## src/rtl/alu_arb_pkg.sv

```systemverilog
// Shared types for the two-requester ALU arbiter: FSM states and ALU opcodes.
package alu_arb_pkg;

    typedef enum logic [1:0] {
        IDLE = 2'd0,
        EXEC = 2'd1,
        RESP = 2'd2
    } state_t;

    localparam logic [2:0] OP_ADD = 3'b000;
    localparam logic [2:0] OP_SUB = 3'b001;
    localparam logic [2:0] OP_MUL = 3'b010;
    localparam logic [2:0] OP_DIV = 3'b011;
    localparam logic [2:0] OP_AND = 3'b100;
    localparam logic [2:0] OP_OR  = 3'b101;
    localparam logic [2:0] OP_XOR = 3'b110;
    localparam logic [2:0] OP_NOR = 3'b111;

endpackage

```

## src/rtl/alu_arbiter_if.sv

```systemverilog
// Request/response bus between two requesters, the arbiter and the result consumer.
interface alu_arbiter_if #(parameter int N = 8) ();

    logic         req0_valid;
    logic         req0_ready;
    logic [N-1:0] req0_a;
    logic [N-1:0] req0_b;
    logic [2:0]   req0_sel;
    logic         req1_valid;
    logic         req1_ready;
    logic [N-1:0] req1_a;
    logic [N-1:0] req1_b;
    logic [2:0]   req1_sel;
    logic         rsp_valid;
    logic         rsp_ready;
    logic         rsp_id;
    logic [N:0]   rsp_q;
    logic         rsp_err;

    modport master (
        output req0_valid, req0_a, req0_b, req0_sel,
        output req1_valid, req1_a, req1_b, req1_sel,
        output rsp_ready,
        input  req0_ready, req1_ready,
        input  rsp_valid, rsp_id, rsp_q, rsp_err
    );

    modport slave (
        input  req0_valid, req0_a, req0_b, req0_sel,
        input  req1_valid, req1_a, req1_b, req1_sel,
        input  rsp_ready,
        output req0_ready, req1_ready,
        output rsp_valid, rsp_id, rsp_q, rsp_err
    );

endinterface

```

## src/rtl/alu_arbiter_alu.sv

```systemverilog
// Combinational ALU shared by both requesters; outputs are forced to zero when disabled.
module ALU
    import alu_arb_pkg::*;
#(
    parameter int n = 8
) (
    input  logic         i_en,
    input  logic [n-1:0] i_a,
    input  logic [n-1:0] i_b,
    input  logic [2:0]   i_sel,
    output logic [n:0]   o_q,
    output logic         o_err
);

    logic [n-1:0] w_res;
    logic         w_err;

    // Results are kept to n bits; the extra result bit is always zero.
    always_comb begin
        w_res = '0;
        w_err = 1'b0;
        if (i_en) begin
            case (i_sel)
                OP_ADD:  w_res = i_a + i_b;
                OP_SUB:  w_res = i_a - i_b;
                OP_MUL:  w_res = i_a * i_b;
                OP_DIV: begin
                    if (i_b == '0) begin
                        w_err = 1'b1;
                    end else begin
                        w_res = i_a / i_b;
                    end
                end
                OP_AND:  w_res = i_a & i_b;
                OP_OR:   w_res = i_a | i_b;
                OP_XOR:  w_res = i_a ^ i_b;
                OP_NOR:  w_res = ~(i_a | i_b);
                default: w_res = '0;
            endcase
        end
    end

    assign o_q   = {1'b0, w_res};
    assign o_err = w_err;

endmodule

```

## src/rtl/alu_arbiter.sv

```systemverilog
// Two-requester front end sharing one ALU: grant in IDLE, compute in EXEC, hold result in RESP.
module alu_arbiter
    import alu_arb_pkg::*;
#(
    parameter int N = 8
) (
    input  logic          clk,
    input  logic          rst,
    alu_arbiter_if.slave  bus
);

    state_t       r_state;
    logic         r_prio;
    logic [N-1:0] r_a;
    logic [N-1:0] r_b;
    logic [2:0]   r_sel;
    logic         r_id;
    logic [N:0]   r_q;
    logic         r_err;

    state_t       w_next;
    logic         w_grant;
    logic         w_grantValid;
    logic         w_rdy0;
    logic         w_rdy1;
    logic         w_aluEn;
    logic [N:0]   w_aluQ;
    logic         w_aluErr;

    ALU #(.n(N)) u_alu (
        .i_en  (w_aluEn),
        .i_a   (r_a),
        .i_b   (r_b),
        .i_sel (r_sel),
        .o_q   (w_aluQ),
        .o_err (w_aluErr)
    );

    // Ready depends on valid, never the reverse; grant only in IDLE.
    always_comb begin
        w_next       = r_state;
        w_grant      = 1'b0;
        w_grantValid = 1'b0;
        w_rdy0       = 1'b0;
        w_rdy1       = 1'b0;
        w_aluEn      = 1'b0;
        case (r_state)
            IDLE: begin
                if (bus.req0_valid && bus.req1_valid) begin
                    w_grantValid = 1'b1;
                    w_grant      = r_prio;
                end else if (bus.req0_valid) begin
                    w_grantValid = 1'b1;
                    w_grant      = 1'b0;
                end else if (bus.req1_valid) begin
                    w_grantValid = 1'b1;
                    w_grant      = 1'b1;
                end
                w_rdy0 = w_grantValid && !w_grant;
                w_rdy1 = w_grantValid && w_grant;
                if (w_grantValid) begin
                    w_next = EXEC;
                end
            end
            EXEC: begin
                w_aluEn = 1'b1;
                w_next  = RESP;
            end
            RESP: begin
                if (bus.rsp_ready) begin
                    w_next = IDLE;
                end
            end
            default: w_next = IDLE;
        endcase
        if (rst) begin
            w_rdy0 = 1'b0;
            w_rdy1 = 1'b0;
        end
    end

    always_ff @(posedge clk) begin
        if (rst) begin
            r_state <= IDLE;
            r_prio  <= 1'b0;
            r_a     <= '0;
            r_b     <= '0;
            r_sel   <= OP_ADD;
            r_id    <= 1'b0;
            r_q     <= '0;
            r_err   <= 1'b0;
        end else begin
            r_state <= w_next;
            case (r_state)
                IDLE: begin
                    if (w_grantValid) begin
                        r_a   <= w_grant ? bus.req1_a   : bus.req0_a;
                        r_b   <= w_grant ? bus.req1_b   : bus.req0_b;
                        r_sel <= w_grant ? bus.req1_sel : bus.req0_sel;
                        r_id  <= w_grant;
                    end
                end
                EXEC: begin
                    r_q   <= w_aluQ;
                    r_err <= w_aluErr;
                end
                RESP: begin
                    // The requester just served yields priority to the other one.
                    if (bus.rsp_ready) begin
                        r_prio <= ~r_id;
                    end
                end
                default: ;
            endcase
        end
    end

    assign bus.req0_ready = w_rdy0;
    assign bus.req1_ready = w_rdy1;
    assign bus.rsp_valid  = (r_state == RESP) && !rst;
    assign bus.rsp_id     = rst ? 1'b0 : r_id;
    assign bus.rsp_q      = rst ? '0 : r_q;
    assign bus.rsp_err    = rst ? 1'b0 : r_err;

endmodule

```

## src/flat_wrapper.sv

```systemverilog
// flat-port wrapper written by rule: the top's interface ports become plain ports
module alu_arbiter_flat import alu_arb_pkg::*;
#(
    parameter int N = 8
)
  (clk, rst, bus_req0_valid, bus_req0_a, bus_req0_b, bus_req0_sel, bus_req1_valid, bus_req1_a, bus_req1_b, bus_req1_sel, bus_rsp_ready, bus_req0_ready, bus_req1_ready, bus_rsp_valid, bus_rsp_id, bus_rsp_q, bus_rsp_err);
  alu_arbiter_if #(.N(N)) bus_i ();
  input  logic clk;
  input  logic rst;
  input wire logic [$bits(bus_i.req0_valid)-1:0] bus_req0_valid;
  input wire logic [$bits(bus_i.req0_a)-1:0] bus_req0_a;
  input wire logic [$bits(bus_i.req0_b)-1:0] bus_req0_b;
  input wire logic [$bits(bus_i.req0_sel)-1:0] bus_req0_sel;
  input wire logic [$bits(bus_i.req1_valid)-1:0] bus_req1_valid;
  input wire logic [$bits(bus_i.req1_a)-1:0] bus_req1_a;
  input wire logic [$bits(bus_i.req1_b)-1:0] bus_req1_b;
  input wire logic [$bits(bus_i.req1_sel)-1:0] bus_req1_sel;
  input wire logic [$bits(bus_i.rsp_ready)-1:0] bus_rsp_ready;
  output wire logic [$bits(bus_i.req0_ready)-1:0] bus_req0_ready;
  output wire logic [$bits(bus_i.req1_ready)-1:0] bus_req1_ready;
  output wire logic [$bits(bus_i.rsp_valid)-1:0] bus_rsp_valid;
  output wire logic [$bits(bus_i.rsp_id)-1:0] bus_rsp_id;
  output wire logic [$bits(bus_i.rsp_q)-1:0] bus_rsp_q;
  output wire logic [$bits(bus_i.rsp_err)-1:0] bus_rsp_err;
  assign bus_i.req0_valid = bus_req0_valid;
  assign bus_i.req0_a = bus_req0_a;
  assign bus_i.req0_b = bus_req0_b;
  assign bus_i.req0_sel = bus_req0_sel;
  assign bus_i.req1_valid = bus_req1_valid;
  assign bus_i.req1_a = bus_req1_a;
  assign bus_i.req1_b = bus_req1_b;
  assign bus_i.req1_sel = bus_req1_sel;
  assign bus_i.rsp_ready = bus_rsp_ready;
  assign bus_req0_ready = bus_i.req0_ready;
  assign bus_req1_ready = bus_i.req1_ready;
  assign bus_rsp_valid = bus_i.rsp_valid;
  assign bus_rsp_id = bus_i.rsp_id;
  assign bus_rsp_q = bus_i.rsp_q;
  assign bus_rsp_err = bus_i.rsp_err;
  alu_arbiter #(.N(N)) u_core (.clk(clk), .rst(rst), .bus(bus_i));
endmodule
```

## config.mk

```make
export PLATFORM = sky130hd
export DESIGN_NAME = alu_arbiter_flat
export DESIGN_NICKNAME = d
export VERILOG_FILES = /design/src/rtl/alu_arb_pkg.sv /design/src/rtl/alu_arbiter_if.sv /design/src/rtl/alu_arbiter_alu.sv /design/src/rtl/alu_arbiter.sv /design/src/flat_wrapper.sv
export SDC_FILE = /design/constraint.sdc
export NUM_CORES = 1
export LEC_CHECK = 0
export ABC_CLOCK_PERIOD_IN_PS = 14600
export CAP_MARGIN = 20
export CORE_ASPECT_RATIO = 0.7
export CORE_MARGIN = 3
export CORE_UTILIZATION = 55
export CTS_CLUSTER_SIZE = 25
export DETAILED_ROUTE_END_ITERATION = 8
export PLACE_DENSITY = 0.9
export SLEW_MARGIN = 20
export SYNTH_ARGS = -nofsm -noshare
export SYNTH_HDL_FRONTEND = slang
export SYNTH_SLANG_ARGS = --single-unit
export TNS_END_PERCENT = 50
```

## constraint.sdc

```tcl
create_clock -name clk -period 14.6 [get_ports clk]
set_input_delay 2.92 -clock clk [delete_from_list [all_inputs] [get_ports clk]]
set_output_delay 2.92 -clock clk [all_outputs]
set_load 0.005 [all_outputs]
```

Word-level counts from Yosys, hierarchy flattened:

Index checks and enable logic that the tools add are counted.
W data, S select, Z words.

* output and inout bits: 14
* register bits after elaboration: 32
* input bits: 43

* add/subtract/negate cells: 2
* $mul: 1
* bitwise gates (word level): 5
* multiplexer cells: 29
* equal/unequal tests: 11
* divide/modulo/power cells: 1
* reduce and logical (&&, ||, !) cells: 12

Operators by type and width (count)
* $pmux W8 S8: 1
* $mux W8: 5
* $mux W1: 19
* $eq A3 B3 Y1 const B: 4
* $add A8 B8 Y8: 1
* $and A8 B8 Y8: 1
* $div A8 B8 Y8: 1
* $logic_not A8 Y1: 1
* $mul A8 B8 Y8: 1
* $not A8 Y8: 1
* $or A8 B8 Y8: 1
* $sub A8 B8 Y8: 1
* $xor A8 B8 Y8: 1
* $eq A3 B2 Y1 const B: 2
* $pmux W2 S3: 1
* $reduce_and A2 Y1: 3
* $logic_and A1 B1 Y1: 4
* $mux W2: 2
* $ne A2 B2 Y1 const B: 2
* $eq A3 B1 Y1 const B: 1
* $logic_not A3 Y1: 1
* $mux W3: 1
* $eq A2 B1 Y1 const B: 1
* $eq A2 B2 Y1 const B: 1
* other kinds (3): 4

Depth between registers and ports, before layout:

Gate-level depths: netlist of the first run.

* word-level depth: 8
* depth in mapped cells: 49

Modules after synthesis:

From an unflattened synthesis of the first run, not the netlist that was laid out.

* cells, all modules: 633
* area, all modules: 5044.8 um^2

By module, submodules not included
* ALU: times used 1, area an instance 3495.9 um^2, cells an instance 462
* alu_arbiter: times used 1, area an instance 1549.0 um^2, cells an instance 171

Least setup slack after synthesis of the first run:

Ideal clock, no wire load.

* kind: reg2reg
* start: register u_core.r_b[0]
* end: register u_core.r_q[0]
* setup slack: 4.721 ns
* stages on the path, launching flop included: 44
* period minus slack after synthesis: 9.879 ns
* setup time: 0.134 ns
* data arrival time: 9.745 ns
* cells stage by stage: dfxtp_1 > inv_1 > ha_1 > nand4_1 > and2_1 > ha_1 > o21a_1 > o211ai_1 > or3_1 > nand2_1 > ha_1 > o211ai_1 > a2111o_1 > or3_1 > o31ai_1 > ha_1 > o21ai_0 > a21oi_2 > (+8 left out) > ha_1 > o21ai_0 > a22oi_1 > a31oi_1 > nor3_2 > mux2_2 > ha_1 > o21ai_0 > a21oi_1 > o21ai_0 > a21oi_1 > mux2_2 > ha_1 > or3_1 > o221ai_1 > nor2_1 > o21ai_0 > o22ai_1

* cells in the longest elaborated chain, start to end: 4
* elaborated cells on any way between the ends: 12
* classes of those cells: add/sub (2); mul (1); div (1); mux (3); bitwise (4); reduce/logical (1)

Ends and longest elaborated chain
* start: declaration: RTL line alu_arbiter.sv:15 `logic [N-1:0] r_b;`
* start signal: assignment: RTL line alu_arbiter.sv:98 `r_b <= w_grant ? bus.req1_b : bus.req0_b;`
* $div A8 B8 Y8, or another cell as far along: RTL line alu_arbiter_alu.sv:31 `w_res = i_a / i_b;`
* $mux W8 / $not A8 Y8 (equally long branches): RTL line alu_arbiter_alu.sv:28, alu_arbiter_alu.sv:37
* $pmux W8 S8 (*): RTL line alu_arbiter_alu.sv:23 `case (i_sel)`
* $mux W8 (*): RTL line alu_arbiter_alu.sv:22 `if (i_en) begin`
* end signal: assignment: RTL line alu_arbiter.sv:104 `r_q <= w_aluQ;`
* end: declaration: RTL line alu_arbiter.sv:18 `logic [N:0] r_q;`

Every way passes the cells marked *; elsewhere a longest branch is shown, timed or not.
A chain may end at the register's enable or synchronous reset.

Worst setup path in the final report of the first run:

Same ends and word-level chain as after synthesis.

==> results.sh, run 1 <==
export IMPL_synth_xor_area_share_pct=8.046
export IMPL_synth_distinct_cells=62
export IMPL_syn2layout_area_growth_pct=14.99
export IMPL_hold_violations=0
export IMPL_ctsResizeCount=0
export IMPL_period_share_pct=79.26
export IMPL_reg2regPathDepth=42
export IMPL_regToRegStartpoint="u_core.r_b[0]$_SDFFE_PP0P_"
export IMPL_min_path_type="reg -> reg"
export IMPL_antenna_found_initial=2
export IMPL_synth_seq_cells=32
export IMPL_drc=0
export IMPL_grt_pass1_vias=4697
export IMPL_ir_drop_uv=213.8
export IMPL_initial_core_util_pct=58.83
export IMPL_routed_wl_um=14340
export IMPL_gr_usage_all_layers_pct=29.08
export IMPL_cp_max_fo=12
export IMPL_finalClockSkew_ns=0.005049
export IMPL_drt_pass1_iter_count=5
export IMPL_cts_path_max_buffers=2
export IMPL_ant_nets=0
export IMPL_grt_max_degree=40
export IMPL_cp_data_required_time_ns=14.75
export IMPL_dr_total_vias=4691
export IMPL_synthFlopType="dfxtp_1"
export IMPL_avgRoutedWirePerCell_um=19.02
export IMPL_startpoint="u_core.r_b[0]$_SDFFE_PP0P_"
export IMPL_worstSetupEndpoint="u_core.r_q[0]$_SDFFE_PP0P_"
export IMPL_synth_area_per_cell_um2=7.943
export IMPL_yosys_area_share_adder_pct=26.07
export IMPL_die_y_um=84.08
export IMPL_hpwlAfterDp_um=11260
export IMPL_setup_viol=0
export IMPL_mostFrequentLayoutCells="79 x ha_1, 78 x nor2_1, 55 x clkdlybuf4s50_1"
export IMPL_synth_edff_count=0
export IMPL_critPathKind="reg -> reg"
export IMPL_htreeDepth=2
export IMPL_fmax_mhz=86.41
export IMPL_place_area_mm2=0.005360
export IMPL_drive_gt1_share_pct=5.181
export IMPL_slowest_delay_ns=0.68
export IMPL_setup_tns_ns=0
export IMPL_synth_top_family_by_area="adder cells"
export IMPL_die_x_um=117.5
export IMPL_final_common_cell="ha_1"
export IMPL_synth_compound_area_share_pct=20.35
export IMPL_multi_input_area_mm2=0.003841
export IMPL_slew_headroom_pct=31.62
export IMPL_nets=771
export IMPL_fp_coreArea_mm2=0.008142
export IMPL_syn_instance_count=603
export IMPL_io_buffers=55
export IMPL_tightest_slew_ns=1.026
export IMPL_r2r_end="u_core.r_q[0]$_SDFFE_PP0P_"
export IMPL_synth_mux_area_fraction_pct=8.934
export IMPL_cp_slowest_cell="a21oi_1"
export IMPL_yosysWarnings=0
export IMPL_cap_violations=0
export IMPL_endpoint_kind="register"
export IMPL_cts_setup_buffers=0
export IMPL_arrival_ns=11.72
export IMPL_worst_setup_path_start_kind="register"
export IMPL_ios=57
export IMPL_synth_simple_area_share_pct=16.69
export IMPL_grt_pass1_wl_um=23380
export IMPL_numCtsBuffers=5
export IMPL_cts_sinks=32
export IMPL_ys_seq_area_share_pct=13.38
export IMPL_synthArstFlopShare_pct=0
export IMPL_dieArea_mm2=0.009882
export IMPL_r2r_setup_slack_ns=3.03
export IMPL_avgViaCountPerCell=6.221
export IMPL_clk_pin_slew_worst_paths_ns=0.06
export IMPL_gp_congestion=1.032
export IMPL_power_density_mw_per_mm2=212.5
export IMPL_regArea_um2=640.6
export IMPL_filler_cell_count=646
export IMPL_rows=27
export IMPL_synthesis_nets=738
export IMPL_drv_slew=0
export IMPL_p_leak_uw=0.002478
export IMPL_finalCriticalPeriod_ns=11.57
export IMPL_overflow=0
export IMPL_clkLatencyLatePin_ns=0.28
export IMPL_rsz0062_at_grt="false"
export IMPL_hold_buffers=0
export IMPL_syn_area_mm2=0.004790
export IMPL_cts_tree="done"
export IMPL_status="finished, final reports clean"
export IMPL_cts_root_buf="clkbuf_16"
export IMPL_design_area_mm2=0.005508
export IMPL_fin_util_pct=67.65
export IMPL_crit_top_cell="ha_1"
export IMPL_drt_iter0_drc=444
-- worst min path at each step --
stage,endpoint,from,depth (start not counted),slack [ns]
finish,u_core.r_err$_SDFFE_PP0P_,u_core.r_err$_SDFFE_PP0P_,2,0.45
global placement,u_core.r_err$_SDFFE_PP0P_,u_core.r_err$_SDFFE_PP0P_,2,0.43
floorplan,u_core.r_err$_SDFFE_PP0P_,u_core.r_err$_SDFFE_PP0P_,2,0.43
detailed placement,u_core.r_err$_SDFFE_PP0P_,u_core.r_err$_SDFFE_PP0P_,2,0.44
CTS,u_core.r_err$_SDFFE_PP0P_,u_core.r_err$_SDFFE_PP0P_,2,0.45
global route,u_core.r_err$_SDFFE_PP0P_,u_core.r_err$_SDFFE_PP0P_,2,0.48
-- final cells by class --
cell class	count	share of cell area, %
Multi-Input combinational cell	494	69.74
Antenna cell	1	0.04543
Timing Repair Buffer	56	10.13
Sequential cell	32	11.63
Clock buffer	5	2.272
Clock inverter	3	0.3408
Inverter	47	3.203
Tap cell	116	2.635
-- cell families (layout without fill, tap and decap cells) --
logic type | Yosys count | count (layout)
and+or+nand+nor | 173 | 173
other | 1 | 2
muxes | 41 | 41
buffers and inverters | 77 | 111
adders and majority gates | 92 | 92
DFF | 32 | 32
xor gates and xnor gates | 44 | 44
AOI/OAI and AO/OA | 143 | 143
-- per-layer routing --
metal / part of all wire [%] / wire length, um / up-vias / global-route usage, %
li1: - / - / 2193 / -
met3: 11 / 1611 / 45 / 7.927
met4: 2.5 / 363 / 2 / 7.447
met5: 0.091 / 13 / - / 0
met1: 42 / 6079 / 2183 / 38.52
met2: 44 / 6273 / 268 / 46.96
-- Yosys cell counts (all sizes together) (12+ instances only) --
cell | count | share of area [%]
a211oi | 21 | 3.3
a21oi | 32 | 3.4
clkbuf | 24 | 1.9
dfxtp | 32 | 13
fa | 13 | 5.4
ha | 79 | 21
inv | 47 | 3.7
mux2 | 14 | 3.3
mux2i | 27 | 5.6
nand2 | 39 | 3.1
nor2 | 78 | 6.1
nor2b | 16 | 2.1
o21a | 13 | 2.0
o21ai | 29 | 3.0
xnor2 | 32 | 5.9
xor2 | 12 | 2.2
-- flip-flops by register name, summed over array words and instances (netlist names) --
name	count
u_core.r_id	1
u_core.r_state	2
u_core.r_prio	1
u_core.r_q	8
u_core.r_sel	3
u_core.r_b	8
u_core.r_a	8
u_core.r_err	1
-- report_power, final --
part           switching [uW]  internal, uW
combinational             497           443
clock                    40.9          62.8
sequential               28.4          98.5
total                     566           605
-- per-stage QoR --
stage	total power, uW	worst slack, ns	hold WS, ns	instances
4_1_cts	1160	3.208	0.4502	753
3_5_place_dp	1049	3.199	0.4423	745
5_1_grt	1292	2.210	0.4775	754
3_3_place_gp	994.9	3.922	0.4341	745
2_1_floorplan	847.6	4.721	0.4272	603
6_report	1171	3.027	0.4517	754
-- worst max-delay path, delay by kind of cell, from the launching register on --
family | cells | cell delay (ns)
compound gates | 20 | 4.53
simple gates | 10 | 2.38
fa+ha+maj | 8 | 2.34
mux | 3 | 1.22
flops | 1 | 0.58
buf+inv | 1 | 0.38
Note: power is estimated with default switching activity, not from simulation.
==> inputs of run 2 (changes only) <==
- ABC_CLOCK_PERIOD_IN_PS: 14600 -> 9700
- CORE_UTILIZATION: 55 -> 53
- clock period: 14.6 -> 9.7 ns (I/O delays scaled with it)
==> run 2 against run 1 <==
The run now ends with setup timing left; register-to-register slack lost 3.0 ns; utilization up 4.0 points; flip-flop and latch count unchanged; via count is 6.2% higher; cell count rose by 6.8%; worst setup slack lost 3.0 ns; cell area rose by 12%; global-route usage rose by 0.97 points; non-clock buffer count is 48 higher; first-iteration DRC count shrank 2.7%; die area grew 3.5%; critical path type unchanged; largest cell class unchanged; largest power group unchanged.
==> results.sh, run 2 (synthesized netlist as in run 1, its figures left out) <==
export IMPL_cp_data_required_time_ns=9.84
export IMPL_hold_buffers=0
export IMPL_antenna_found_initial=0
export IMPL_finalClockSkew_ns=0.004409
export IMPL_numCtsBuffers=5
export IMPL_ios=57
export IMPL_setup_tns_ns=-0.009218
export IMPL_overflow=0
export IMPL_tightest_slew_ns=1.078
export IMPL_drt_iter0_drc=432
export IMPL_gr_usage_all_layers_pct=30.06
export IMPL_slew_headroom_pct=28.15
export IMPL_design_area_mm2=0.006171
export IMPL_grt_pass1_wl_um=24700
export IMPL_htreeDepth=2
export IMPL_n_antenna_cell=0
export IMPL_ir_drop_uv=330.6
export IMPL_multi_input_area_mm2=0.004124
export IMPL_hold_violations=0
export IMPL_gp_congestion=0.9736
export IMPL_violations="setup timing"
export IMPL_p_leak_uw=0.002751
export IMPL_cts_sinks=32
export IMPL_arrival_ns=9.85
export IMPL_cp_slowest_cell="or3_4"
export IMPL_drc=0
export IMPL_r2r_setup_slack_ns=-0.009
export IMPL_fmax_mhz=103.0
export IMPL_final_common_cell="nor2_1"
export IMPL_startpoint="u_core.r_b[6]$_SDFFE_PP0P_"
export IMPL_setup_viol=1
export IMPL_finalCriticalPeriod_ns=9.709
export IMPL_cap_violations=0
export IMPL_reg2regPathDepth=44
export IMPL_cp_max_fo=8
export IMPL_ant_nets=0
export IMPL_worst_setup_path_start_kind="register"
export IMPL_fp_coreArea_mm2=0.008618
export IMPL_initial_core_util_pct=55.57
export IMPL_die_x_um=119.6
export IMPL_mostFrequentLayoutCells="78 x nor2_1, 67 x ha_1, 55 x clkdlybuf4s50_1"
export IMPL_drv_slew=0
export IMPL_status="finished, violations left"
export IMPL_regToRegStartpoint="u_core.r_b[6]$_SDFFE_PP0P_"
export IMPL_critPathKind="reg -> reg"
export IMPL_die_y_um=85.54
export IMPL_nets=819
export IMPL_clk_pin_slew_worst_paths_ns=0.06
export IMPL_cts_path_max_buffers=2
export IMPL_period_share_pct=100.1
export IMPL_filler_cell_count=664
export IMPL_dieArea_mm2=0.01023
export IMPL_power_density_mw_per_mm2=378.7
export IMPL_slowest_delay_ns=0.45
export IMPL_regArea_um2=643.1
export IMPL_routed_wl_um=16110
export IMPL_min_path_type="reg -> reg"
export IMPL_hold_depth=2
export IMPL_endpoint_kind="register"
export IMPL_drt_pass1_iter_count=5
export IMPL_r2r_end="u_core.r_q[0]$_SDFFE_PP0P_"
export IMPL_grt_pass1_vias=4984
export IMPL_crit_top_cell="ha_4"
export IMPL_avgRoutedWirePerCell_um=20.01
export IMPL_top_regs="u_core.r_a x8, u_core.r_b x8, u_core.r_q x8"
export IMPL_dr_total_vias=4980
export IMPL_rsz0062_at_grt="true"
export IMPL_grt_max_degree=40
export IMPL_cts_root_buf="clkbuf_16"
export IMPL_avgViaCountPerCell=6.186
export IMPL_hpwlAfterDp_um=11530
export IMPL_io_buffers=55
export IMPL_drive_gt1_share_pct=17.37
export IMPL_syn2layout_area_growth_pct=28.84
export IMPL_rows=28
export IMPL_cts_tree="done"
export IMPL_place_area_mm2=0.005525
export IMPL_clkLatencyLatePin_ns=0.28
export IMPL_setup_ws_ns=-0.009218
export IMPL_hold_path_end="u_core.r_err$_SDFFE_PP0P_"
export IMPL_hold_start="u_core.r_err$_SDFFE_PP0P_"
==> run 2: cell count changes in the layout (fill, tap and decap cells not counted), sizes merged <==
| cell | delta |
|---|---|
| buf | +48 |
| diode | -1 |
==> run 2: worst max-delay path, delay by kind of cell, from the launching register on <==
family	cells	cell delay [ns]
AO/OA/AOI/OAI	20	3.79
multiplexers	3	0.99
flip-flops	1	0.33
AND/OR/NAND/NOR	9	1.99
buffers and inverters	5	0.73
adder cells (fa/ha/maj)	7	1.74
==> run 2: area by class of cell <==
type                       instances  area share [%]
clock buffer                       5           2.028
clock inverter                     3          0.3041
inverter                          47           2.859
multi-input combinational        494           66.83
sequential                        32           10.42
tap                              120           2.433
timing repair buffer             104           15.13
==> run 2: stage by stage <==
| stage | total power, uW | hold WS (ns) | utilization, % | worst slack, ns | std cells |
|---|---|---|---|---|---|
| 2_1_floorplan | 1288 | 0.4272 | - | 0.05574 | 603 |
| 3_3_place_gp | 1557 | 0.4430 | 64.11 | 0.1380 | 769 |
| 3_5_place_dp | 1635 | 0.4507 | 64.11 | -0.3782 | 769 |
| 4_1_cts | 1883 | 0.4582 | 66.74 | 0.005033 | 784 |
| 5_1_grt | 2518 | 0.4798 | 71.60 | -0.3268 | 805 |
| 6_report | 2337 | 0.4518 | 71.60 | -0.009218 | 805 |
==> run 2: worst max path at each step <==
stage	endpoint	depth (start not counted)
after detailed placement	u_core.r_q[0]$_SDFFE_PP0P_	41
final	u_core.r_q[0]$_SDFFE_PP0P_	44
after floorplan	u_core.r_q[0]$_SDFFE_PP0P_	43
after CTS	u_core.r_q[0]$_SDFFE_PP0P_	43
after global routing	u_core.r_q[0]$_SDFFE_PP0P_	45
after global placement	u_core.r_q[0]$_SDFFE_PP0P_	42
==> run 2: repair_timing <==
| item | 4_1_cts | 5_1_grt |
|---|---|---|
| endpoints found under the setup margin | 1 | 2 |
| resized for setup | 6 | 53 |
| buffers inserted | 7 | 21 |
| pin swaps | 7 | 27 |
==> run 2: power by group <==
| part | leakage, uW | switching [uW] | internal [uW] |
|---|---|---|---|
| combinational | 0.00241 | 979 | 1020 |
| clock | 0.0000736 | 62.6 | 94.6 |
| sequential | 0.000265 | 28.9 | 149 |
==> run 2: metal layers <==
| metal | GRT usage [%] | share of wire, % | vias to the layer above |
|---|---|---|---|
| met2 | 48.92 | 45 | 315 |
| met4 | 11.12 | 3.7 | 0 |
| li1 | - | - | 2283 |
| met3 | 5.933 | 10 | 62 |
| met1 | 39.89 | 41 | 2320 |
| met5 | 0 | 0 | - |
